==> config.mk <==
export PLATFORM = sky130hd
export DESIGN_NAME = order_entry
export DESIGN_NICKNAME = d
export VERILOG_FILES = /design/src/rtl/trade_pkg.sv /design/src/rtl/key_debounce.sv /design/src/rtl/order_entry.sv
export SDC_FILE = /design/constraint.sdc
export NUM_CORES = 1
export LEC_CHECK = 0
export BUFFER_PORTS_ARGS = -buffer_cell sky130_fd_sc_hd__buf_4
export CORE_UTILIZATION = 40
export CTS_BUF_LIST = sky130_fd_sc_hd__clkbuf_8
export DETAILED_ROUTE_END_ITERATION = 12
export PLACE_DENSITY = 0.65
export SETUP_SLACK_MARGIN = 0.15
export SLEW_MARGIN = 10
export SYNTH_ARGS = -nofsm -noshare
export SYNTH_HDL_FRONTEND = slang
export SYNTH_HIERARCHICAL = 1
export SYNTH_SLANG_ARGS = --single-unit
==> constraint.sdc <==
create_clock -name clk -period 2.3 [get_ports clk]
set_input_delay 0.69 -clock clk [delete_from_list [all_inputs] [get_ports clk]]
set_output_delay 0.69 -clock clk [all_outputs]
set_load 0.01 [all_outputs]
==> src/rtl/trade_pkg.sv <==
// Shared types and constants for the trading board's order path.
package trade_pkg;

  localparam int PRICE_W           = 8;
  localparam int PRICE_MAX_DEFAULT = 99;

  // Bit positions of the keys inside the per-key vectors
  localparam int KEY_BUY    = 0;
  localparam int KEY_SELL   = 1;
  localparam int KEY_CANCEL = 2;
  localparam int NUM_KEYS   = 3;

  typedef enum logic {
    SIDE_BUY  = 1'b0,
    SIDE_SELL = 1'b1
  } side_e;

  typedef enum logic [1:0] {
    OE_IDLE   = 2'd0,
    OE_COMMIT = 2'd1,
    OE_HOLD   = 2'd2
  } oe_state_e;

endpackage

==> src/rtl/key_debounce.sv <==
// Two-flop synchroniser plus counting debouncer for one active-low pushbutton.
// press_o pulses in the cycle whose edge moves the debounced level from 1 to 0.
module key_debounce #(
  parameter int DEBOUNCE_CYCLES = 16
) (
  input  logic clk,
  input  logic reset,
  input  logic key_n_i,
  output logic level_o,
  output logic press_o
);

  localparam int CNT_W = (DEBOUNCE_CYCLES > 1) ? $clog2(DEBOUNCE_CYCLES) : 1;
  localparam logic [CNT_W-1:0] CNT_LAST = CNT_W'(DEBOUNCE_CYCLES - 1);

  logic             sync1_q;
  logic             sync2_q;
  logic             level_q;
  logic             level_d;
  logic [CNT_W-1:0] cnt_q;
  logic [CNT_W-1:0] cnt_d;
  logic             settle;

  // The sample present now is the last of the required run of differing samples
  assign settle = (sync2_q != level_q) && (cnt_q == CNT_LAST);

  always_comb begin
    cnt_d   = '0;
    level_d = level_q;
    if (sync2_q != level_q) begin
      if (settle) begin
        level_d = sync2_q;
      end else begin
        cnt_d = cnt_q + CNT_W'(1);
      end
    end
  end

  always_ff @(posedge clk or posedge reset) begin
    if (reset) begin
      sync1_q <= 1'b1;
      sync2_q <= 1'b1;
      level_q <= 1'b1;
      cnt_q   <= '0;
    end else begin
      sync1_q <= key_n_i;
      sync2_q <= sync1_q;
      level_q <= level_d;
      cnt_q   <= cnt_d;
    end
  end

  assign level_o = level_q;
  assign press_o = settle & level_q;

endmodule

==> src/rtl/order_entry.sv <==
// Order-entry front end: debounced keys and synchronised switch price become
// one resting buy and one resting sell order, consumed by the matcher.
module order_entry
  import trade_pkg::*;
#(
  parameter int DEBOUNCE_CYCLES = 16,
  parameter int PRICE_MAX       = PRICE_MAX_DEFAULT
) (
  input  logic               clk,
  input  logic               reset,
  input  logic [PRICE_W-1:0] sw,
  input  logic               key_buy,
  input  logic               key_sell,
  input  logic               key_cancel,
  input  logic               halt_signal,
  input  logic               match_signal,
  output logic [PRICE_W-1:0] buy_price,
  output logic [PRICE_W-1:0] sell_price,
  output logic               buy_valid,
  output logic               sell_valid,
  output logic               order_strobe,
  output logic               order_side,
  output logic               reject
);

  logic [NUM_KEYS-1:0] key_raw;
  logic [NUM_KEYS-1:0] key_level;
  logic [NUM_KEYS-1:0] key_press;

  assign key_raw = {key_cancel, key_sell, key_buy};

  generate
    for (genvar gi = 0; gi < NUM_KEYS; gi++) begin : g_key
      key_debounce #(
        .DEBOUNCE_CYCLES(DEBOUNCE_CYCLES)
      ) u_debounce (
        .clk     (clk),
        .reset   (reset),
        .key_n_i (key_raw[gi]),
        .level_o (key_level[gi]),
        .press_o (key_press[gi])
      );
    end
  endgenerate

  logic [PRICE_W-1:0] sw_sync1_q;
  logic [PRICE_W-1:0] sw_sync2_q;

  always_ff @(posedge clk or posedge reset) begin
    if (reset) begin
      sw_sync1_q <= '0;
      sw_sync2_q <= '0;
    end else begin
      sw_sync1_q <= sw;
      sw_sync2_q <= sw_sync1_q;
    end
  end

  oe_state_e           state_q;
  logic [NUM_KEYS-1:0] events_q;
  logic [PRICE_W-1:0]  entry_price_q;
  logic [PRICE_W-1:0]  buy_price_q;
  logic [PRICE_W-1:0]  sell_price_q;
  logic                buy_valid_q;
  logic                sell_valid_q;
  logic                strobe_q;
  side_e               side_q;
  logic                reject_q;
  logic                price_bad;

  assign price_bad = int'(entry_price_q) > PRICE_MAX;

  always_ff @(posedge clk or posedge reset) begin
    if (reset) begin
      state_q       <= OE_IDLE;
      events_q      <= '0;
      entry_price_q <= '0;
      buy_price_q   <= '0;
      sell_price_q  <= '0;
      buy_valid_q   <= 1'b0;
      sell_valid_q  <= 1'b0;
      strobe_q      <= 1'b0;
      side_q        <= SIDE_BUY;
      reject_q      <= 1'b0;
    end else begin
      strobe_q <= 1'b0;
      reject_q <= 1'b0;

      // A commit below overrides this clear for its own side
      if (match_signal) begin
        buy_valid_q  <= 1'b0;
        sell_valid_q <= 1'b0;
      end

      case (state_q)
        OE_IDLE: begin
          if (|key_press) begin
            events_q      <= key_press;
            entry_price_q <= sw_sync2_q;
            state_q       <= OE_COMMIT;
          end
        end

        OE_COMMIT: begin
          state_q <= OE_HOLD;
          if (events_q[KEY_CANCEL]) begin
            buy_valid_q  <= 1'b0;
            sell_valid_q <= 1'b0;
          end else if (events_q[KEY_BUY] && events_q[KEY_SELL]) begin
            reject_q <= 1'b1;
          end else if (halt_signal || price_bad) begin
            reject_q <= 1'b1;
          end else if (events_q[KEY_BUY]) begin
            buy_price_q <= entry_price_q;
            buy_valid_q <= 1'b1;
            strobe_q    <= 1'b1;
            side_q      <= SIDE_BUY;
          end else begin
            sell_price_q <= entry_price_q;
            sell_valid_q <= 1'b1;
            strobe_q     <= 1'b1;
            side_q       <= SIDE_SELL;
          end
        end

        OE_HOLD: begin
          if (&key_level) begin
            state_q <= OE_IDLE;
          end
        end

        default: state_q <= OE_IDLE;
      endcase
    end
  end

  assign buy_price    = buy_price_q;
  assign sell_price   = sell_price_q;
  assign buy_valid    = buy_valid_q;
  assign sell_valid   = sell_valid_q;
  assign order_strobe = strobe_q;
  assign order_side   = side_q;
  assign reject       = reject_q;

endmodule

==> results of run 1 <==
[critical path: stages (launching register included)]
cell and delay, ns:
dfrtp_1 0.39, ha_1 0.27, nand3_2 0.11, nor3b_1 0.34
o31ai_2 0.15, inv_2 0.19, mux2_2 0.36
[final cells by class]
cell class / instances / area [sq um] / area share, %
Timing Repair Buffer: 36 / 283 / 8.88
Tap cell: 77 / 96.3 / 3.02
Inverter: 7 / 26.3 / 0.825
Multi-Input combinational cell: 85 / 795 / 24.9
Sequential cell: 71 / 1790 / 56.1
Clock buffer: 9 / 124 / 3.89
Clock inverter: 7 / 73.8 / 2.32
[stage by stage]
stage / total power, W / setup WS, ns / utilization (%) / instance area [sq um] / hold slack (ns)
global placement: 0.00141 / 0.348 / 47.2 / 2980 / 0.332
global route: 0.00247 / 0.224 / 50.5 / 3190 / 0.312
floorplan: 0.00137 / 0.409 / - / 2600 / 0.331
finish: 0.00237 / 0.375 / 50.5 / 3190 / 0.305
CTS: 0.00240 / 0.257 / 50.3 / 3180 / 0.300
detailed placement: 0.00142 / 0.288 / 47.2 / 2980 / 0.336
[Yosys cell counts, types with 4 or more instances]
library cell,n
a21o_1,4
a311oi_1,6
dfrtp_1,62
dfstp_2,9
inv_1,6
mux2_2,23
nand3_2,5
nor2_1,4
nor2b_1,5
xnor2_1,6
[kinds of logic (layout without fill, tap and decap cells)]
kind of cell    count (synthesis)  after routing  synth area share (%)
mux                            26             26                  11.7
xor+xnor                        6              6                  2.02
compound gates                 24             24                  7.70
buf+inv                         7             59                  1.01
fa+ha+maj                       3              3                  1.44
flops                          71             71                  68.8
simple gates                   26             26                  7.32
[power breakdown]
group / leakage (nW) / switching (W) / internal, W
registers: 0.910 / 0.0000219 / 0.00128
clock network: 0.0933 / 0.000474 / 0.000502
logic: 0.550 / 0.0000451 / 0.0000383
[worst max-delay path by stage]
stage / start / slack, ns / end / depth (start not counted)
floorplan: reset / 0.41 / buy_price[0] / 1
global placement: g_key[1].u_debounce/cnt_q[0] / 0.35 / entry_price_q[6] / 6
detailed placement: g_key[1].u_debounce/cnt_q[0] / 0.29 / entry_price_q[6] / 6
CTS: g_key[1].u_debounce/cnt_q[0] / 0.26 / entry_price_q[4] / 6
global route: g_key[2].u_debounce/cnt_q[0] / 0.22 / entry_price_q[0] / 6
finish: g_key[0].u_debounce/cnt_q[0] / 0.38 / entry_price_q[4] / 6
[registers in the layout, indices dropped and copies added, names as in the netlist, 2 cells and up]
name,cells
sell_price,8
entry_price_q,8
events_q,3
sw_sync2_q,8
g_key.u_debounce/cnt_q,12
g_key.u_debounce/sync2_q,3
g_key.u_debounce/sync1_q,3
state_q,2
g_key.u_debounce/level_o,3
buy_price,8
sw_sync1_q,8
[metal layers]
metal / track usage, % / vias up
li1: - / 683
met1: 17.4 / 739
met2: 20.4 / 29
met3: 5.27 / 8
met4: 7.76 / 0
met5: 0 / -
==> results.json, run 1 <==
{
  "grt_overflow_total": 0,
  "route.detailed.drc": 0,
  "finalCritPeriodShare_pct": 83.7,
  "rows": 29,
  "synth_top_cell_area_share_pct": 59.7,
  "r2r_end": "entry_price_q[4]",
  "skew_ns": 0.00993,
  "critical_path_class": "flop to flop",
  "die_x_microns": 82.6,
  "fp.coreArea_sq_um": 6310,
  "fin_crit_ns": 1.92,
  "cap_violations": 0,
  "p_per_area_nw_per_um2": 743,
  "clkSinkCount": 71,
  "yosys.cell_types.count": 30,
  "die_h_microns": 82.6,
  "portBuffers": 35,
  "ir_worst_vdd_mv": 0.414,
  "critical_path.max_fanout": 9,
  "worst-endpoint-required_ns": 2.53,
  "postCtsSetupBuffers": 0,
  "synth_async_sr_flop_share_pct": 100,
  "grt_pass1_vias": 1391,
  "synthesis.nets": 181,
  "max_freq_ghz": 0.520,
  "wl_met2_mm": 2.01,
  "routed-wl-met3_microns": 173,
  "synth_top_area_cell": "dfrtp_1",
  "highest_layer": "met4",
  "worst_setup_path_end_kind": "flop",
  "cts_tree": "yes",
  "synth_edf_count": 0,
  "htreeDepth": 3,
  "avgRoutedWirePerCell_microns": 14.4,
  "numCtsBuffers": 9,
  "setup_tns_ns": 0,
  "io-pin-count": 36,
  "drive_above_1_share_pct": 47.0,
  "wl_mm": 4.21,
  "vias": 1459,
  "fill_cells": 540,
  "place_inst": 276,
  "final_common_cell": "dfrtp_1",
  "root_buffer": "clkbuf_8",
  "startpoint_type": "flop",
  "clock_path_buffers": 2,
  "gr-usage-all-layers_pct": 13.8,
  "vias_per_cell": 5.00,
  "syn_area_sq_um": 2600,
  "regToRegStartpoint": "g_key[0].u_debounce/cnt_q[0]",
  "clock_latency_ns": 0.34,
  "status": "finished, final reports clean",
  "drtIter0Drc": 87,
  "instances_no_fill": 292,
  "initial_core_util_pct": 41.2,
  "hold_viol": 0,
  "yosysSeqAreaShare_pct": 68.8,
  "grt_pass1_wl_mm": 6.68,
  "tightestPinTransition_ns": 0.388,
  "synthTopCellsByArea": "dfrtp_1 (60%), mux2_2 (10%), dfstp_2 (9.1%)",
  "r2r_setup_slack_ns": 0.38,
  "routedLengthMet1_mm": 1.96,
  "cts_resized": 0,
  "setup_violations": 0,
  "p_leak_nw": 1.55,
  "dp.final_hpwl_mm": 2.81,
  "arrival_ns": 2.15,
  "syn_inst": 163,
  "ys.flop_type": "dfrtp_1",
  "syn2layout_area_growth_pct": 22.6,
  "drt_pass1_iterations": 4,
  "synth_warnings": 6,
  "antenna_found_initial": 0,
  "rsz0062_at_grt": "false",
  "n_antenna_cell": 0,
  "cts_hold_buffers": 0,
  "slew_viol_final": 0,
  "place_congestion": 0.679,
  "final_cell_mix": "dfrtp_1 (62), buf_4 (35), mux2_2 (23)",
  "slew-limit-headroom_pct": 73.9,
  "ys_ff_latch": 71,
  "path_clk_slew_ns": 0.07,
  "hold_class": "primary input to asynchronous set/reset pin",
  "drtAntennaViolNets": 0,
  "die_area_sq_um": 6820,
  "final_nets": 228,
  "grt_max_degree": 51,
  "syn_area_per_cell_sq_um": 15.9,
  "rr_worst_depth": 6
}
(Power assumes the default switching activity.)
==> inputs of run 2 (changes only) <==
Settings changed: PLACE_DENSITY 0.65 to 0.67.
Clock period 2.3 ns to 1.67 ns, I/O delays scaled along.
==> run 2 against run 1 <==
  * The run now ends with negative setup slack left
  * Clock power rose by 37%
  * Clock skew down 0.0014 ns
  * Combinational power grew 94%
  * Worst setup slack got worse by 0.39 ns
  * Via count up 6.0%
  * Critical path type unchanged
  * Sequential power up 37%
  * Largest power group unchanged
  * First-iteration DRC count fell by 47%
  * Die area unchanged
  * Non-clock buffer count is 28 higher
  * Routed wire length increased by 4.6%
==> results.json, run 2 (synthesis gave the netlist of run 1 again) <==
{
  "final_common_cell": "buf_4",
  "clock_path_buffers": 2,
  "ir_worst_vdd_mv": 0.844,
  "final_nets": 256,
  "fill_cells": 516,
  "startpoint_type": "flop",
  "syn2layout_area_growth_pct": 35.7,
  "regToRegStartpoint": "g_key[1].u_debounce/cnt_q[0]",
  "fp.coreArea_sq_um": 6310,
  "power_frac_clock_pct": 40.6,
  "worst_setup_path_end_kind": "flop",
  "p_leak_nw": 1.74,
  "clock_latency_ns": 0.34,
  "setup_ws_ns": -0.0159,
  "htreeDepth": 3,
  "placedInstanceArea_sq_um": 3190,
  "n_antenna_cell": 0,
  "vias": 1546,
  "critical_path.max_fanout": 9,
  "switchingPower_w": 0.000753,
  "die_h_microns": 82.6,
  "critical_path_class": "flop to flop",
  "final_area_sq_um": 3530,
  "hold_class": "primary input to asynchronous set/reset pin",
  "comb_power_share_pct": 4.9,
  "multi_input_area_sq_um": 902,
  "numCtsBuffers": 9,
  "cts_tree": "yes",
  "hold_viol": 0,
  "internal-power_w": 0.00254,
  "final_cell_mix": "buf_4 (61), dfrtp_1 (60), mux2_2 (16)",
  "grt_pass1_vias": 1456,
  "cap_violations": 0,
  "drtIter0Drc": 46,
  "grt_overflow_total": 0,
  "die_x_microns": 82.6,
  "grt_pass1_wl_mm": 6.93,
  "gr-usage-all-layers_pct": 14.1,
  "wl_mm": 4.41,
  "drtAntennaViolNets": 0,
  "violations": "negative setup slack",
  "rsz0062_at_grt": "true",
  "path_clk_slew_ns": 0.08,
  "initial_core_util_pct": 41.2,
  "dp.final_hpwl_mm": 2.94,
  "drt_pass1_iterations": 4,
  "setup_tns_ns": -0.0459,
  "max_freq_ghz": 0.593,
  "top_register": "g_key.u_debounce/cnt_q",
  "hold_slack_ns": 0.121,
  "grt_max_degree": 51,
  "startpoint": "g_key[1].u_debounce/cnt_q[0]",
  "slew_viol_final": 0,
  "status": "finished with violations",
  "seqPwrFrac_pct": 54.4,
  "fin_util_pct": 55.8,
  "vias_per_cell": 4.83,
  "clkSinkCount": 71,
  "avgRoutedWirePerCell_microns": 13.8,
  "worst-endpoint-required_ns": 1.90,
  "place_congestion": 0.715,
  "slew-limit-headroom_pct": 75.3,
  "largest_register_ffs": 12,
  "route.detailed.drc": 0,
  "tightestPinTransition_ns": 0.368,
  "p_per_area_nw_per_um2": 935,
  "portBuffers": 35,
  "skew_ns": 0.00851,
  "drive_above_1_share_pct": 56.4,
  "io-pin-count": 36,
  "fin_crit_ns": 1.69,
  "die_area_sq_um": 6820,
  "switching_share_pct": 22.8,
  "cts_hold_buffers": 0,
  "arrival_ns": 1.92,
  "power_w": 0.00330,
  "seq_area_sq_um": 1790,
  "antenna_found_initial": 0,
  "root_buffer": "clkbuf_8",
  "setup_violations": 6,
  "rows": 29,
  "finalCritPeriodShare_pct": 101
}
## run 2: cell types whose count changed in the layout (fill, tap and decap cells not counted), sizes merged
cell / change
buf: +28
clkinvlp: +1
inv: -1
## run 2: per-stage QoR
step           worst slack, ns  std cells
2_1_floorplan           0.0429        163
3_3_place_gp           -0.0585        297
3_5_place_dp           -0.0706        297
4_1_cts               -0.00854        314
5_1_grt                 -0.110        320
6_report               -0.0159        320
## run 2: layout make-up
class | count | area share (%)
timing repair buffer | 64 | 14.4
inverter | 7 | 0.852
clock inverter | 7 | 2.09
sequential | 71 | 50.8
tap | 77 | 2.73
clock buffer | 9 | 3.51
multi-input combinational | 85 | 25.6
## run 2: power by group through the flow
stage,clock [W],combinational [W],sequential (W)
after floorplan,0,0.0000703,0.00183
after global placement,0,0.000157,0.00182
after detailed placement,0,0.000161,0.00183
after CTS,0.00137,0.000163,0.00179
after global routing,0.00147,0.000186,0.00180
final,0.00134,0.000162,0.00180
## run 2: worst paths after layout
kind	end	slack, ns	cells after the start
worst max-delay path	entry_price_q[1]	-0.02	6
worst min-delay path	g_key[2].u_debounce/cnt_q[1]	0.12	2
worst max register to register	entry_price_q[1]	-0.02	6
worst min register to register	sw_sync2_q[5]	0.35	0
max in group asynchronous	entry_price_q[3]	1.19	3
min in group clk	sw_sync1_q[1]	0.26	1
## run 2: repair_timing
item	CTS	global route
resized for setup	14	4
buffers inserted	1	6
pin swaps	2	3
endpoints found under the setup margin	16	25
## run 2: critical path: stages (launching register included)
cell     delay [ns]
dfrtp_1        0.37
ha_2           0.19
nand3_2        0.11
nor3b_4        0.24
o31ai_2        0.12
inv_2          0.18
mux2_2         0.36
## run 2: layer usage
layer  GRT usage (%)  routed length [microns]  vias to the layer above
met3            3.74                      150                       10
met1            19.8                     2100                      765
met2            19.3                     2040                       31
li1                -                        -                      740
met4            8.79                      110                        0
met5               0                        0                        -
==> inputs of run 3 (changes only) <==
Settings changed: CORE_UTILIZATION 40 to 45, GPL_TIMING_DRIVEN set to 0, PLACE_DENSITY 0.67 to not set, PLACE_DENSITY_LB_ADDON set to 0.25.
==> run 3 against run 2 <==
  * The run still ends with negative setup slack left
  * Total power fell by 3.5%
  * Via count is 1.6% higher
  * Routed wire length rose by 12%
  * Critical path depth unchanged
  * Flip-flop and latch count is the same
  * Clock skew up 0.0031 ns
  * Register-to-register slack lost 0.03 ns
  * Clock power decreased by 9%
  * Core utilization is 7.6 points higher
  * Critical endpoint is now entry_price_q[7]
  * Largest cell class unchanged
  * Highest routed layer unchanged
==> results.json, run 3 (synthesis gave the netlist of run 1 again) <==
{
  "status": "finished with violations",
  "violations": "negative setup slack",
  "fin_crit_ns": 1.72,
  "power_w": 0.00318,
  "grt-busiest-layer": "met2",
  "finalCritPeriodShare_pct": 103,
  "use_met1_pct": 22.1,
  "vias": 1571,
  "skew_ns": 0.0117,
  "critical_path_class": "flop to flop",
  "setup_ws_ns": -0.0496,
  "comb_power_share_pct": 4.8,
  "avgRoutedWirePerCell_microns": 15.9,
  "drive_above_1_share_pct": 55.6,
  "internal-power_w": 0.00243,
  "grt_util_met2_pct": 29.0,
  "power_frac_clock_pct": 38.5,
  "largest_register_ffs": 12,
  "arrival_ns": 1.96,
  "path_clk_slew_ns": 0.08,
  "multi_input_area_sq_um": 973,
  "setup_tns_ns": -0.190,
  "n_antenna_cell": 0,
  "hold_viol": 0,
  "p_leak_nw": 1.70,
  "grt_max_degree": 51,
  "root_buffer": "clkbuf_8",
  "clock_latency_ns": 0.34,
  "portBuffers": 35,
  "vias_per_cell": 5.05,
  "io-pin-count": 36,
  "cp_num_buf_inv": 1,
  "seq_area_sq_um": 1790,
  "drt_pass1_iterations": 4,
  "grt_overflow_total": 0,
  "die_h_microns": 78.0,
  "grt.met3_usage_pct": 4.35,
  "fp.coreArea_sq_um": 5540,
  "cts_hold_buffers": 0,
  "drtAntennaViolNets": 0,
  "cap_violations": 0,
  "crit_chain": "ha_4, nand3_4, nor3b_4, o31ai_4, clkinvlp_4, mux2_2",
  "antenna_found_initial": 0,
  "dp.final_hpwl_mm": 3.10,
  "die_area_sq_um": 6080,
  "worst-endpoint-required_ns": 1.91,
  "switchingPower_w": 0.000753,
  "grt_pass1_vias": 1663,
  "critPathTopFamily": "flip-flops",
  "grt_pass1_wl_mm": 8.05,
  "r2r_setup_slack_ns": -0.05,
  "worst_setup_path_end_kind": "flop",
  "seqPwrFrac_pct": 56.7,
  "fin_util_pct": 63.5,
  "htreeDepth": 3,
  "numCtsBuffers": 9,
  "place_congestion": 0.738,
  "hold_slack_ns": 0.117,
  "die_x_microns": 78.0,
  "final_cell_mix": "dfrtp_1 (61), buf_4 (56), mux2_2 (15)",
  "rsz0062_at_grt": "true",
  "switching_share_pct": 23.7,
  "max_freq_ghz": 0.582,
  "rows": 27,
  "wl_mm": 4.95,
  "cts_tree": "yes",
  "critPathSlowestCell": "dfrtp_1",
  "setup_violations": 8,
  "final_common_cell": "dfrtp_1",
  "tightestPinTransition_ns": 1.04,
  "final_nets": 252,
  "top_register": "g_key.u_debounce/cnt_q",
  "hold_class": "primary input to asynchronous set/reset pin",
  "fill_cells": 417,
  "critical_path.max_fanout": 4,
  "route.detailed.drc": 0,
  "clock_path_buffers": 2,
  "clkSinkCount": 71,
  "dpl_worst_slack_ns": -0.169,
  "syn2layout_area_growth_pct": 35.3,
  "critPathMaxStageDelay_ns": 0.41,
  "drtIter0Drc": 65,
  "slew_viol_final": 0,
  "slew-limit-headroom_pct": 30.5,
  "initial_core_util_pct": 46.9,
  "p_per_area_nw_per_um2": 905,
  "gr-usage-all-layers_pct": 18.0,
  "ir_worst_vdd_mv": 0.625,
  "startpoint_type": "flop"
}
## run 3: changes by cell type in the layout (fill, tap and decap cells not counted), sizes merged
cell | before | now
buf | 64 | 58
bufinv | 1 | 0
clkbuf | 9 | 10
clkinv | 1 | 2
clkinvlp | 4 | 5
inv | 8 | 7
nand3 | 6 | 7
## run 3: final timing paths
check,endpoint,startpoint,cells after the start
max in group asynchronous,entry_price_q[2],reset,2
worst max-delay path,entry_price_q[7],g_key[0].u_debounce/cnt_q[0],6
worst max register to register,entry_price_q[7],g_key[0].u_debounce/cnt_q[0],6
worst min register to register,g_key[0].u_debounce/sync2_q,g_key[0].u_debounce/sync1_q,0
min in group clk,sw_sync1_q[1],sw[1],1
worst min-delay path,g_key[0].u_debounce/cnt_q[3],reset,2
## run 3: layout make-up
type,instances,share of cell area [%]
clock buffer,10,3.91
tap,72,2.56
timing repair inverter,1,0.214
inverter,7,0.854
sequential,71,50.9
clock inverter,6,1.28
timing repair buffer,58,12.6
multi-input combinational,86,27.7
## run 3: metal layers
layer  up-vias  wire length, microns  part of all wire (%)
li1        733                     -                     -
met2        25                  2570                    52
met4         0                    89                   1.8
met3        10                   143                   2.9
met1       803                  2140                    43
met5         -                     0                     0
## run 3: power by group through the flow
stage / Combinational, W / Clock (W) / Sequential (W)
finish: 0.000153 / 0.00122 / 0.00181
floorplan: 0.0000703 / 0 / 0.00183
CTS: 0.000150 / 0.00126 / 0.00180
detailed placement: 0.000116 / 0 / 0.00184
global route: 0.000173 / 0.00134 / 0.00181
global placement: 0.000106 / 0 / 0.00183
## run 3: what timing repair did
item / CTS / global route
endpoints found under the setup margin: 26 / 27
buffers inserted: 15 / 8
gates cloned: 1 / 1
gates resized for setup: 21 / 6
pin swaps: 7 / 6
## run 3: metrics by stage
stage	cell area [sq um]	instances
after floorplan	2640	163
after global placement	2990	270
after detailed placement	2990	270
after CTS	3420	302
after global routing	3520	311
final	3520	311
